===== src/rtl/serial_cmd_executor.sv =====
// rtl/serial_cmd_executor.sv - framed serial command parser, register bank and response sequencer
// Frames in both directions: FF FF 00 LEN PAYLOAD[LEN] EE EE.
module serial_cmd_executor #(
    parameter int REG_COUNT    = 8,
    parameter int MAX_PAYLOAD  = 8,
    parameter int BYTE_TIMEOUT = 4340
) (
    input  logic                   clk,
    input  logic                   rst,
    input  logic [7:0]             rx_data,
    input  logic                   rx_valid,
    input  logic                   rx_err,
    output logic [7:0]             tx_data,
    output logic                   tx_valid,
    input  logic                   tx_ready,
    output logic                   busy,
    output logic                   rx_drop,
    output logic [REG_COUNT*8-1:0] reg_file
);
    localparam int IDX_W  = (REG_COUNT > 1) ? $clog2(REG_COUNT) : 1;
    localparam int PIDX_W = (MAX_PAYLOAD > 1) ? $clog2(MAX_PAYLOAD) : 1;
    localparam int CNT_W  = $clog2(MAX_PAYLOAD + 1);
    localparam int TMR_W  = $clog2(BYTE_TIMEOUT + 1);

    typedef enum logic [3:0] {
        S_HUNT, S_SOF2, S_SPACE, S_LEN, S_PAYLOAD, S_EOF1, S_EOF2, S_EXEC, S_RESP
    } state_t;

    state_t           r_state, w_state_nxt;
    logic [7:0]       r_regs [REG_COUNT];
    logic [7:0]       r_payload [MAX_PAYLOAD];
    logic [CNT_W-1:0] r_len;
    logic [CNT_W-1:0] r_cnt;
    logic [TMR_W-1:0] r_timer;
    logic [7:0]       r_resp_cmd;
    logic [7:0]       r_resp_status;
    logic [7:0]       r_resp_idx;
    logic [7:0]       r_resp_val;
    logic [3:0]       r_tx_cnt;
    logic [7:0]       r_tx_data;
    logic             r_tx_valid;
    logic             r_rx_drop;

    logic             w_busy;
    logic             w_timeout;
    logic             w_rx_byte;
    logic             w_len_ok;
    logic             w_len_load;
    logic             w_pay_store;
    logic             w_tx_fire;
    logic             w_tx_last;
    logic             w_known;
    logic             w_len_match;
    logic             w_idx_ok;
    logic [7:0]       w_cmd;
    logic [7:0]       w_idx;
    logic [IDX_W-1:0] w_idx_sel;
    logic [7:0]       w_status;
    logic [7:0]       w_value;
    logic [7:0]       w_next_byte;

    assign w_busy    = (r_state == S_EXEC) || (r_state == S_RESP);
    assign w_timeout = (r_timer >= TMR_W'(BYTE_TIMEOUT));
    assign w_rx_byte = rx_valid && !rx_err && !w_busy;
    assign w_len_ok  = (rx_data != 8'h00) && (32'(rx_data) <= 32'(MAX_PAYLOAD));
    assign w_tx_fire = r_tx_valid && tx_ready;
    assign w_tx_last = (r_tx_cnt == 4'd9);

    always_ff @(posedge clk or posedge rst) begin
        if (rst) begin
            r_state <= S_HUNT;
        end else begin
            r_state <= w_state_nxt;
        end
    end

    always_comb begin
        w_state_nxt = r_state;
        w_len_load  = 1'b0;
        w_pay_store = 1'b0;
        case (r_state)
            S_EXEC: w_state_nxt = S_RESP;
            S_RESP: if (w_tx_fire && w_tx_last) w_state_nxt = S_HUNT;
            S_HUNT: if (w_rx_byte && rx_data == 8'hFF) w_state_nxt = S_SOF2;
            default: begin
                // A line error or a stalled sender throws the partial frame away.
                if (rx_err || w_timeout) begin
                    w_state_nxt = S_HUNT;
                end else if (rx_valid) begin
                    w_state_nxt = S_HUNT;
                    case (r_state)
                        S_SOF2:  if (rx_data == 8'hFF) w_state_nxt = S_SPACE;
                        S_SPACE: if (rx_data == 8'h00) w_state_nxt = S_LEN;
                        S_LEN: begin
                            if (w_len_ok) begin
                                w_state_nxt = S_PAYLOAD;
                                w_len_load  = 1'b1;
                            end
                        end
                        S_PAYLOAD: begin
                            w_pay_store = 1'b1;
                            w_state_nxt = (r_cnt == r_len - CNT_W'(1)) ? S_EOF1 : S_PAYLOAD;
                        end
                        S_EOF1:  if (rx_data == 8'hEE) w_state_nxt = S_EOF2;
                        S_EOF2:  if (rx_data == 8'hEE) w_state_nxt = S_EXEC;
                        default: w_state_nxt = S_HUNT;
                    endcase
                end
            end
        endcase
    end

    assign w_cmd       = r_payload[0];
    assign w_idx       = r_payload[1];
    assign w_idx_sel   = w_idx[IDX_W-1:0];
    assign w_known     = (w_cmd == 8'h01) || (w_cmd == 8'h02);
    assign w_len_match = ((w_cmd == 8'h01) && (r_len == CNT_W'(3))) ||
                         ((w_cmd == 8'h02) && (r_len == CNT_W'(2)));
    assign w_idx_ok    = (32'(w_idx) < 32'(REG_COUNT));

    always_comb begin
        w_status = 8'h00;
        if (!w_known) begin
            w_status = 8'h01;
        end else if (!w_len_match) begin
            w_status = 8'h03;
        end else if (!w_idx_ok) begin
            w_status = 8'h02;
        end
    end

    assign w_value = (w_status != 8'h00) ? 8'h00 :
                     (w_cmd == 8'h01)    ? r_payload[2] : r_regs[w_idx_sel];

    // Byte that follows the one currently presented, indexed by r_tx_cnt.
    always_comb begin
        w_next_byte = 8'h00;
        case (r_tx_cnt)
            4'd0:    w_next_byte = 8'hFF;
            4'd1:    w_next_byte = 8'h00;
            4'd2:    w_next_byte = 8'h04;
            4'd3:    w_next_byte = r_resp_cmd;
            4'd4:    w_next_byte = r_resp_status;
            4'd5:    w_next_byte = r_resp_idx;
            4'd6:    w_next_byte = r_resp_val;
            4'd7:    w_next_byte = 8'hEE;
            4'd8:    w_next_byte = 8'hEE;
            default: w_next_byte = 8'h00;
        endcase
    end

    always_ff @(posedge clk or posedge rst) begin
        if (rst) begin
            for (int i = 0; i < REG_COUNT; i++) r_regs[i] <= 8'h00;
            for (int i = 0; i < MAX_PAYLOAD; i++) r_payload[i] <= 8'h00;
            r_len         <= '0;
            r_cnt         <= '0;
            r_timer       <= '0;
            r_resp_cmd    <= 8'h00;
            r_resp_status <= 8'h00;
            r_resp_idx    <= 8'h00;
            r_resp_val    <= 8'h00;
            r_tx_cnt      <= 4'd0;
            r_tx_data     <= 8'h00;
            r_tx_valid    <= 1'b0;
            r_rx_drop     <= 1'b0;
        end else begin
            r_rx_drop <= w_busy && rx_valid;

            if (rx_valid) begin
                r_timer <= '0;
            end else if (!w_timeout) begin
                r_timer <= r_timer + TMR_W'(1);
            end

            if (w_len_load) begin
                r_len <= rx_data[CNT_W-1:0];
                r_cnt <= '0;
            end
            if (w_pay_store) begin
                r_payload[r_cnt[PIDX_W-1:0]] <= rx_data;
                r_cnt <= r_cnt + CNT_W'(1);
            end

            if (r_state == S_EXEC) begin
                if (w_status == 8'h00 && w_cmd == 8'h01) begin
                    r_regs[w_idx_sel] <= r_payload[2];
                end
                r_resp_cmd    <= w_cmd;
                r_resp_status <= w_status;
                r_resp_idx    <= w_idx;
                r_resp_val    <= w_value;
                r_tx_cnt      <= 4'd0;
                r_tx_data     <= 8'hFF;
                r_tx_valid    <= 1'b1;
            end else if (r_state == S_RESP && w_tx_fire) begin
                if (w_tx_last) begin
                    r_tx_valid <= 1'b0;
                end else begin
                    r_tx_cnt  <= r_tx_cnt + 4'd1;
                    r_tx_data <= w_next_byte;
                end
            end
        end
    end

    for (genvar gi = 0; gi < REG_COUNT; gi++) begin : g_reg_out
        assign reg_file[gi*8 +: 8] = r_regs[gi];
    end

    assign tx_data  = r_tx_data;
    assign tx_valid = r_tx_valid;
    assign busy     = w_busy;
    assign rx_drop  = r_rx_drop;

endmodule


===== config.mk =====
export PLATFORM = sky130hd
export DESIGN_NAME = serial_cmd_executor
export DESIGN_NICKNAME = d
export VERILOG_FILES = /design/src/rtl/serial_cmd_executor.sv
export SDC_FILE = /design/constraint.sdc
export NUM_CORES = 1
export LEC_CHECK = 0
export ABC_CLOCK_PERIOD_IN_PS = 6000
export CORE_MARGIN = 3
export CORE_UTILIZATION = 47
export DETAILED_ROUTE_END_ITERATION = 12
export PLACE_DENSITY = 0.78
export SLEW_MARGIN = 20
export SYNTH_ARGS = -nofsm -noshare
export SYNTH_HDL_FRONTEND = slang
export SYNTH_SLANG_ARGS = --single-unit

===== constraint.sdc =====
create_clock -name clk -period 6 [get_ports clk]
set_clock_uncertainty 0.2 [all_clocks]
set_input_delay 1.5 -clock clk [delete_from_list [all_inputs] [get_ports clk]]
set_output_delay 1.5 -clock clk [all_outputs]
set_load 0.05 [all_outputs]

==> impl_metrics.json <==
{
  "r2r-start": "r_state[1]$_DFFE_PP0P_",
  "rows": 45,
  "portBuffers": 87,
  "drtPass1Iterations": 6,
  "reg2reg_depth": 4,
  "rsz0062_at_grt": "false",
  "critPathLaunch": "r_state[1]$_DFFE_PP0P_",
  "root_buffer": "clkbuf_16",
  "ys_seq_elements": 153,
  "timing.final.hold_violations": 0,
  "cts-resized-gates": 0,
  "antenna_found_initial": 0,
  "timing.final.crit_share": 0.776,
  "p_per_area_nw_per_um2": 265,
  "start_util": 0.487,
  "synth.distinct_cells": 66,
  "cts_tree": "built",
  "final_area_um2": 9030,
  "final.setup.tns_ns": 0,
  "slew_headroom": 0.317,
  "syn-num-nets": 675,
  "io_pins": 88,
  "grt_pass1_wl_um": 29100,
  "final_nets": 737,
  "drt_iter0_drc": 556,
  "fin_ws_ns": 1.35,
  "synth_edf_count": 0,
  "chipHeight_um": 132,
  "fin_hold_ws_ns": 0.277,
  "hold_buffers": 0,
  "synth_area_per_cell_um2": 11.5,
  "overflow": 0,
  "synth_top_family_by_area": "multiplexers",
  "r2r_end": "reg_file[41]$_DFFE_PP0P_",
  "tightest_slew_ns": 1.01,
  "synth_warnings": 0,
  "endpoint": "busy",
  "drv_slew": 0,
  "clkTransAtPathRegs_ns": 0.06,
  "hp-class": "reg2reg",
  "clock_sinks": 153,
  "cts_max_level": 4,
  "clk_path_buf_depth": 2,
  "yosys.area_share.xor_xnor": 0.0181,
  "dp_hpwl_um": 12400,
  "drc": 0,
  "crit_fanout": 28,
  "worst_setup_path_start_kind": "flop",
  "die_w_um": 132,
  "min_period_ns": 4.65,
  "clk_latency_ns": 0.43,
  "vias": 5560,
  "place_ws_ns": 1.60,
  "drive_gt1_frac": 0.210,
  "yosysSeqAreaShare": 0.509,
  "setup.worst_path.end_class": "output port",
  "vias_per_cell": 5.93,
  "synthSimpleGateAreaFrac": 0.133,
  "max_freq_mhz": 215,
  "hold_start": "r_resp_cmd[2]$_DFFE_PP0P_",
  "synth_fa_ha_area_frac": 0.0166,
  "synthMuxAreaShare": 0.187,
  "fill_cells": 1249,
  "max-cap-violations": 0,
  "syn_area_um2": 7520,
  "synth_compound_area_frac": 0.0972,
  "irDropWorstVdd_mv": 0.153,
  "grt_max_degree": 127,
  "core_um2": 15400,
  "p_leak_nw": 4.12,
  "critical_path_class": "reg2out",
  "ys_async_sr_fraction": 1.00,
  "wire_per_inst_um": 19.3,
  "postLayoutCoreUtil": 0.585,
  "synthFlopType": "dfrtp_1",
  "routed_wl_um": 18100,
  "grt_pass1_vias": 5531,
  "status": "completed",
  "layout.cells.most_common": "dfrtp_1",
  "dpl_cell_area_um2": 8460,
  "timing.critical_path.required_ns": 4.30,
  "setup_viol": 0,
  "area_growth_pct": 20.1,
  "crit_arrival_ns": 2.95,
  "antenna_left": 0,
  "cts_made_buffers": 17,
  "post-cts-setup-buffer-count": 0,
  "grt_use_total": 0.208,
  "netlist_instances": 652,
  "num_antenna_cells": 0,
  "dieArea_um2": 17600,
  "reg2reg_slack_ns": 2.35,
  "final_cell_mix": "dfrtp_1 (153), mux2_2 (96), clkdlybuf4s50_1 (87)",
  "finalWeightedCongestion": 0.864
}
layout make-up:
class                   count  area, um^2  area share
clock buffers              18         429      0.0475
clock inverters            14         136      0.0151
inverters                  15        63.8     0.00706
multi-input cells         435        3400       0.377
flip-flops and latches    153        3830       0.424
well taps                 211         264      0.0292
repair buffers             92         908       0.101
synth_stat cells (3+ instances only):
| master | number | area share |
|---|---|---|
| and2_1 | 3 | 0.0025 |
| and4_1 | 4 | 0.0047 |
| nand3b_1 | 3 | 0.0030 |
| a22o_1 | 5 | 0.0058 |
| dfrtp_1 | 153 | 0.51 |
| a22oi_1 | 6 | 0.0060 |
| a21oi_1 | 20 | 0.013 |
| buf_4 | 7 | 0.0070 |
| or3_1 | 7 | 0.0058 |
| mux2i_1 | 10 | 0.013 |
| o21ai_0 | 30 | 0.020 |
| buf_1 | 8 | 0.0040 |
| nor2_1 | 30 | 0.015 |
| nor3b_1 | 4 | 0.0040 |
| nand2b_1 | 4 | 0.0033 |
| a2111oi_0 | 4 | 0.0047 |
| a221oi_1 | 3 | 0.0035 |
| nor3_1 | 9 | 0.0060 |
| and4b_1 | 4 | 0.0053 |
| inv_1 | 15 | 0.0075 |
| mux2_2 | 96 | 0.14 |
| clkbuf_1 | 24 | 0.012 |
| or2_2 | 3 | 0.0025 |
| xor2_1 | 4 | 0.0047 |
| ha_1 | 10 | 0.017 |
| nand4_1 | 5 | 0.0042 |
| a211o_1 | 5 | 0.0058 |
| nor4_1 | 3 | 0.0025 |
| nor2b_1 | 5 | 0.0042 |
| nand2_1 | 75 | 0.037 |
| buf_2 | 9 | 0.0060 |
| o211ai_1 | 3 | 0.0030 |
| and3_1 | 4 | 0.0033 |
| nand3_1 | 14 | 0.0093 |
| a21o_1 | 5 | 0.0050 |
| mux4_2 | 10 | 0.030 |
| xnor2_1 | 9 | 0.010 |
report_power, final:
part	switching [mW]	internal, mW
Combinational	0.183	0.0879
Sequential	0.0343	1.06
Clock	0.449	0.579
Total	0.667	1.72
worst max-delay path, stage by stage (launching register included):
cell and delay, ns:
dfrtp_1 0.55, and4b_1 0.90, a21oi_1 0.19, inv_1 0.10, clkdlybuf4s50_1 0.80
logic make-up after synthesis:
kind of cell	count (synthesis)
AOI/OAI and AO/OA	105
xor gates and xnor gates	14
adders and majority gates	10
muxes	116
and+or+nand+nor	190
DFF	153
buffers and inverters	64
routing by layer:
layer,vias up,wire (um),global-route usage
met5,-,0,0
met4,0,346,0.0803
met3,35,825,0.0361
met2,193,9160,0.343
met1,2855,7790,0.274
li1,2477,-,-
registers in the layout, indices dropped and copies added, names as in the netlist:
signal,cells
r_state,4
r_cnt,4
r_resp_cmd,8
tx_valid,1
r_tx_cnt,4
r_timer,13
w_idx,8
r_len,4
reg_file,64
r_resp_idx,8
r_resp_val,8
r_payload,8
rx_drop,1
r_resp_status,2
w_cmd,8
tx_data,8
stage by stage:
step | power, mW | cells
after floorplan | 1.29 | 652
after global placement | 1.36 | 906
after detailed placement | 1.38 | 906
after CTS | 2.40 | 938
after global routing | 2.47 | 938
final | 2.39 | 938
worst min path at each step:
stage	to	slack, ns	depth (start not counted)
finish	r_resp_cmd[2]$_DFFE_PP0P_	0.28	2
floorplan	r_resp_cmd[7]$_DFFE_PP0P_	0.24	2
CTS	r_resp_cmd[2]$_DFFE_PP0P_	0.27	2
global route	r_resp_idx[4]$_DFFE_PP0P_	0.30	2
detailed placement	r_resp_cmd[2]$_DFFE_PP0P_	0.26	2
global placement	r_resp_cmd[2]$_DFFE_PP0P_	0.26	2
No activity file was read; power rests on OpenSTA's default activity.
==> patch 1 (same flow settings) <==
Set the parameter `MAX_PAYLOAD` to 32 (it was 8).
--- a/src/rtl/serial_cmd_executor.sv
+++ b/src/rtl/serial_cmd_executor.sv
@@ -3,5 +3,5 @@
 module serial_cmd_executor #(
     parameter int REG_COUNT    = 8,
-    parameter int MAX_PAYLOAD  = 8,
+    parameter int MAX_PAYLOAD  = 32,
     parameter int BYTE_TIMEOUT = 4340
 ) (
Formal check against the unedited RTL: no difference found for any inputs over 4 cycles, from zero or initial values and one cycle with rst high; that may be too few to reach the edited logic, so the function may still have changed.
==> patch 1 against the unedited design <==
Utilization grew 0.13 points. Critical path type unchanged. Highest routed layer unchanged. Via count up 2.2%. Wire length increased by 7.1%. Fmax grew 7.1%. Power grew 17%. Sequential cell count up 4. Synthesized area grew 4.1%. Cell area is 4.7% higher. Largest power group is now the clock network. Largest cell class unchanged. Final cell count rose by 3.7%. Worst setup slack improved by 310 ps.
==> patch 1: results (changes against the unedited design) <==
- Status: finished, final reports clean
- Routed met3 length: 886 um (+7.4%)
- Adder-cell share of the synthesized area: 2.078% (+0.41 points)
- Synth Net Count: 707 (+4.7%)
- Non-Filler Instances: 973 (+3.7%)
- Post-Synthesis Cells: 681 (+4.4%)
- Worst reg-to-reg setup slack: 3070 ps (+720 ps)
- Maximum net fanout on the critical path: 22 (-21%)
- Lkg Pwr: 4.408 nW (+6.9%)
- Synth Area in XOR/XNOR: 2.126% (+0.31 points)
- DRT met1 WL: 8214 um (+5.4%)
- Max VDD drop: 0.1946 mV (+27%)
- Post-synth top cells: 157 x dfrtp_1, 91 x mux2_2, 78 x nand2_1
- Comb pwr share: 15.1% (+3.8 points)
- GRT Util Overall: 21.90% (+1.1 points)
- Final net count: 770 (+4.5%)
- Crit path max-delay family: buffers and inverters
- CP max stage cell: clkdlybuf4s50_1
- Gpl congestion: 0.8540 (-1.2%)
- Via Count: 5681 (+2.2%)
- Avg WL per Cell: 19.94 um (+3.2%)
- Met2 WL: 9972 um (+8.9%)
- Reg power frac: 41.8% (-3.9 points)
- Dpl cell area: 8792 um^2 (+3.9%)
- Synth Register Bits: 157 (+2.6%)
- Fin crit share: 72.40% (-5.1 points)
==> patch 1: cell types whose count changed in the layout (fill, tap and decap cells not counted), sizes merged, moves of 5 or more <==
cell and delta:
a22oi +7, a31oi +6, mux2 +5, mux2i +5, nand2 +6, xor2 +8
==> patch 1: kinds of logic (layout without fill, tap and decap cells) <==
family	after synthesis	after routing
and+or+nand+nor	195	195
DFF	157	157
muxes	122	122
AOI/OAI and AO/OA	111	111
buffers and inverters	64	140
xor gates and xnor gates	19	19
adders and majority gates	13	13
==> patch 1: area by class of cell <==
type | instances | area, um^2 | area share (%)
Inverter | 17 | 71.32 | 0.7542
Clock buffer | 19 | 452.9 | 4.790
Timing Repair Buffer | 91 | 900.9 | 9.526
Clock inverter | 13 | 209.0 | 2.210
Tap cell | 216 | 270.3 | 2.858
Sequential cell | 157 | 3929 | 41.55
Multi-Input combinational cell | 460 | 3623 | 38.32
==> patch 1: routing by layer <==
| layer | global-route usage (%) | vias up |
|---|---|---|
| met5 | 0 | - |
| met4 | 8.063 | 0 |
| met2 | 36.08 | 175 |
| met3 | 4.694 | 30 |
| li1 | - | 2584 |
| met1 | 28.70 | 2892 |
==> patch 1: path summary, 6_finish.rpt <==
check	to	cells past startpoint	startpoint
worst max-delay path	busy	4	r_state[3]
worst min-delay path	r_resp_idx[5]	2	r_resp_idx[5]
worst max register to register	reg_file[28]	7	r_len[0]
worst min register to register	r_resp_idx[5]	2	r_resp_idx[5]
max in group asynchronous	reg_file[22]	3	rst
min in group asynchronous	reg_file[20]	2	rst
==> patch 1: tightest hold or removal path, delay by kind of cell, from the launching register on <==
| family | cells | cell delay [ps] |
|---|---|---|
| AND/OR/NAND/NOR | 2 | 100 |
| flip-flops | 1 | 340 |
==> patch 2 (config.mk and constraints unchanged) <==
Without the edit above. Compare `r_tx_cnt` against `4'd9` with >= in place of ==.
--- a/src/rtl/serial_cmd_executor.sv
+++ b/src/rtl/serial_cmd_executor.sv
@@ -65,5 +65,5 @@
     assign w_len_ok  = (rx_data != 8'h00) && (32'(rx_data) <= 32'(MAX_PAYLOAD));
     assign w_tx_fire = r_tx_valid && tx_ready;
-    assign w_tx_last = (r_tx_cnt == 4'd9);
+    assign w_tx_last = (r_tx_cnt >= 4'd9);
 
     always_ff @(posedge clk or posedge rst) begin
Formal check against the unedited RTL: same outputs for any inputs over 10 cycles, from zero or initial values and one cycle with rst high; that may be too few to reach the edited logic, so the function may still have changed.
==> patch 2 against the unedited design <==
Worst setup slack improved by 340 ps. Worst hold slack improved by 4.2 ps. Die area is 1.4% lower. Sequential cell count is the same. Fmax up 7.9%. Wire length is 0.12% higher. Final cell count decreased by 0.64%. Sequential share of layout area down 0.23 points. Synthesized area shrank 1.5%. Cell area grew 0.55%. Largest cell class unchanged.
Power is not compared: it rests on default switching activity, and its combinational part moved more than twofold at a synthesized area within 25%.
==> patch 2: results (changes against the unedited design) <==
- GRT Util Overall: 21.76% (+1.0 points)
- Post-synth top cells: 153 x dfrtp_1, 85 x mux2_2, 74 x nand2_1
- Fmax: 231.8 MHz (+7.9%)
- Asr flop ratio synth: 100.0% (unchanged)
- Slew headroom: 31.34% (-0.36 points)
- CP arrival: 2610 ps (-340 ps)
- Synth area leaders: dfrtp_1 52%, mux2_2 13%, nand2_1 3.7%
- Hpwl dp: 12330 um (-0.57%)
- Worst reg2reg path endpoint: reg_file[53]
- Drt initial violations: 560 (+0.72%)
- Hold Crit Class: flop to flop
- Maximum net fanout on the critical path: 10 (-64%)
- Status: finished, final reports clean
- Final net count: 732 (-0.68%)
- Share of cells above drive strength 1: 20.80% (-0.24 points)
- Crit path from: r_state[0]
- Synth Net Count: 663 (-1.8%)
- Gpl congestion: 0.8410 (-2.7%)
- Post-Route WL: 18150 um (+0.12%)
- CP max stage cell: clkdlybuf4s50_1
- Distinct cells, synth: 65 (-1.5%)
- Ys Warns: 0 (unchanged)
- Root Buffer: clkbuf_16
- Routed vias/inst: 5.836 (-1.5%)
- FF-to-FF Start: r_len[0]
- Max reg flops: 64 (unchanged)
- Global-route wire length before repair: 30130 um (+3.5%)
- Max incr delay on CP: 790 ps (-110 ps)
- R2R depth: 8 (+4)
- Worst reg-to-reg setup slack: 2630 ps (+280 ps)
- DP Worst Slack: 1589 ps (-14.50 ps)
- Worst Setup EP: busy
- Via count of the first global-routing pass: 5582 (+0.92%)
- Sequential fraction of the synthesis area: 51.67% (+0.76 points)
- Largest net degree at the start of global routing: 70 (-45%)
- Layout fillers: 1222 (-2.2%)
## patch 2: cell types whose count changed after synthesis, sizes merged, moves of 5 or more
cell / unedited run / this run
or3: 7 / 0
buf: 25 / 14
o21ai: 30 / 21
clkbuf: 24 / 29
nor3: 9 / 14
xor2: 4 / 11
a21oi: 20 / 13
nor2: 30 / 37
a221o: 2 / 16
## patch 2: how the worst min path moves through the flow
| stage | endpoint | slack [ps] | cells past startpoint | start |
|---|---|---|---|---|
| 2_1_floorplan | r_resp_cmd[1] | 240 | 2 | r_resp_cmd[1] |
| 3_3_place_gp | r_resp_idx[6] | 260 | 2 | r_resp_idx[6] |
| 3_5_place_dp | r_resp_cmd[7] | 270 | 2 | r_resp_cmd[7] |
| 4_1_cts | r_resp_idx[3] | 280 | 2 | r_resp_idx[3] |
| 5_1_grt | r_resp_cmd[7] | 310 | 2 | r_resp_cmd[7] |
| 6_report | r_resp_idx[4] | 280 | 2 | r_resp_idx[4] |
## patch 2: layout make-up
class	count	share of cell area, %
Clock buffer	20	5.138
Tap cell	211	2.907
Timing Repair Buffer	93	10.08
Clock inverter	11	2.135
Sequential cell	153	42.15
Inverter	12	0.5510
Multi-Input combinational cell	432	37.03
## patch 2: cell families (layout without fill, tap and decap cells)
group,Yosys count,in the layout,share of synthesized area [%]
fa+ha+maj,11,11,1.824
simple gates,194,194,13.12
flops,153,153,51.67
mux,113,113,18.63
compound gates,94,94,9.423
buf+inv,55,136,2.972
xor+xnor,20,20,2.364
## patch 2: per-stage QoR
| stage | instances | utilization (%) | area, um^2 | power (mW) | hold WS [ps] |
|---|---|---|---|---|---|
| 3_5_place_dp | 901 | 54.98 | 8421 | 1.206 | 265.7 |
| 2_1_floorplan | 640 | - | 7410 | 1.162 | 244.8 |
| 4_1_cts | 932 | 59.30 | 9081 | 2.391 | 280.3 |
| 5_1_grt | 932 | 59.31 | 9082 | 2.456 | 307.1 |
| 3_3_place_gp | 901 | 54.98 | 8419 | 1.198 | 260.3 |
| 6_report | 932 | 59.31 | 9082 | 2.375 | 281.3 |
## patch 2: power groups by stage
stage | sequential, mW | combinational (mW) | clock [mW]
6_report | 1.06 | 0.131 | 1.19
5_1_grt | 1.06 | 0.147 | 1.25
4_1_cts | 1.06 | 0.131 | 1.20
3_5_place_dp | 1.08 | 0.130 | 0
3_3_place_gp | 1.07 | 0.124 | 0
2_1_floorplan | 1.07 | 0.0880 | 0
## patch 2: worst max-delay path, delay by kind of cell (launching register included)
kind          cells  cell delay, ps
buf+inv           1             790
flops             1             500
simple gates      2             900
## patch 2: layer usage
metal / track usage [%] / wire length (um)
met1: 27.33 / 7462
met2: 36.96 / 9421
met3: 4.862 / 930
met4: 8.051 / 331
met5: 0 / 0
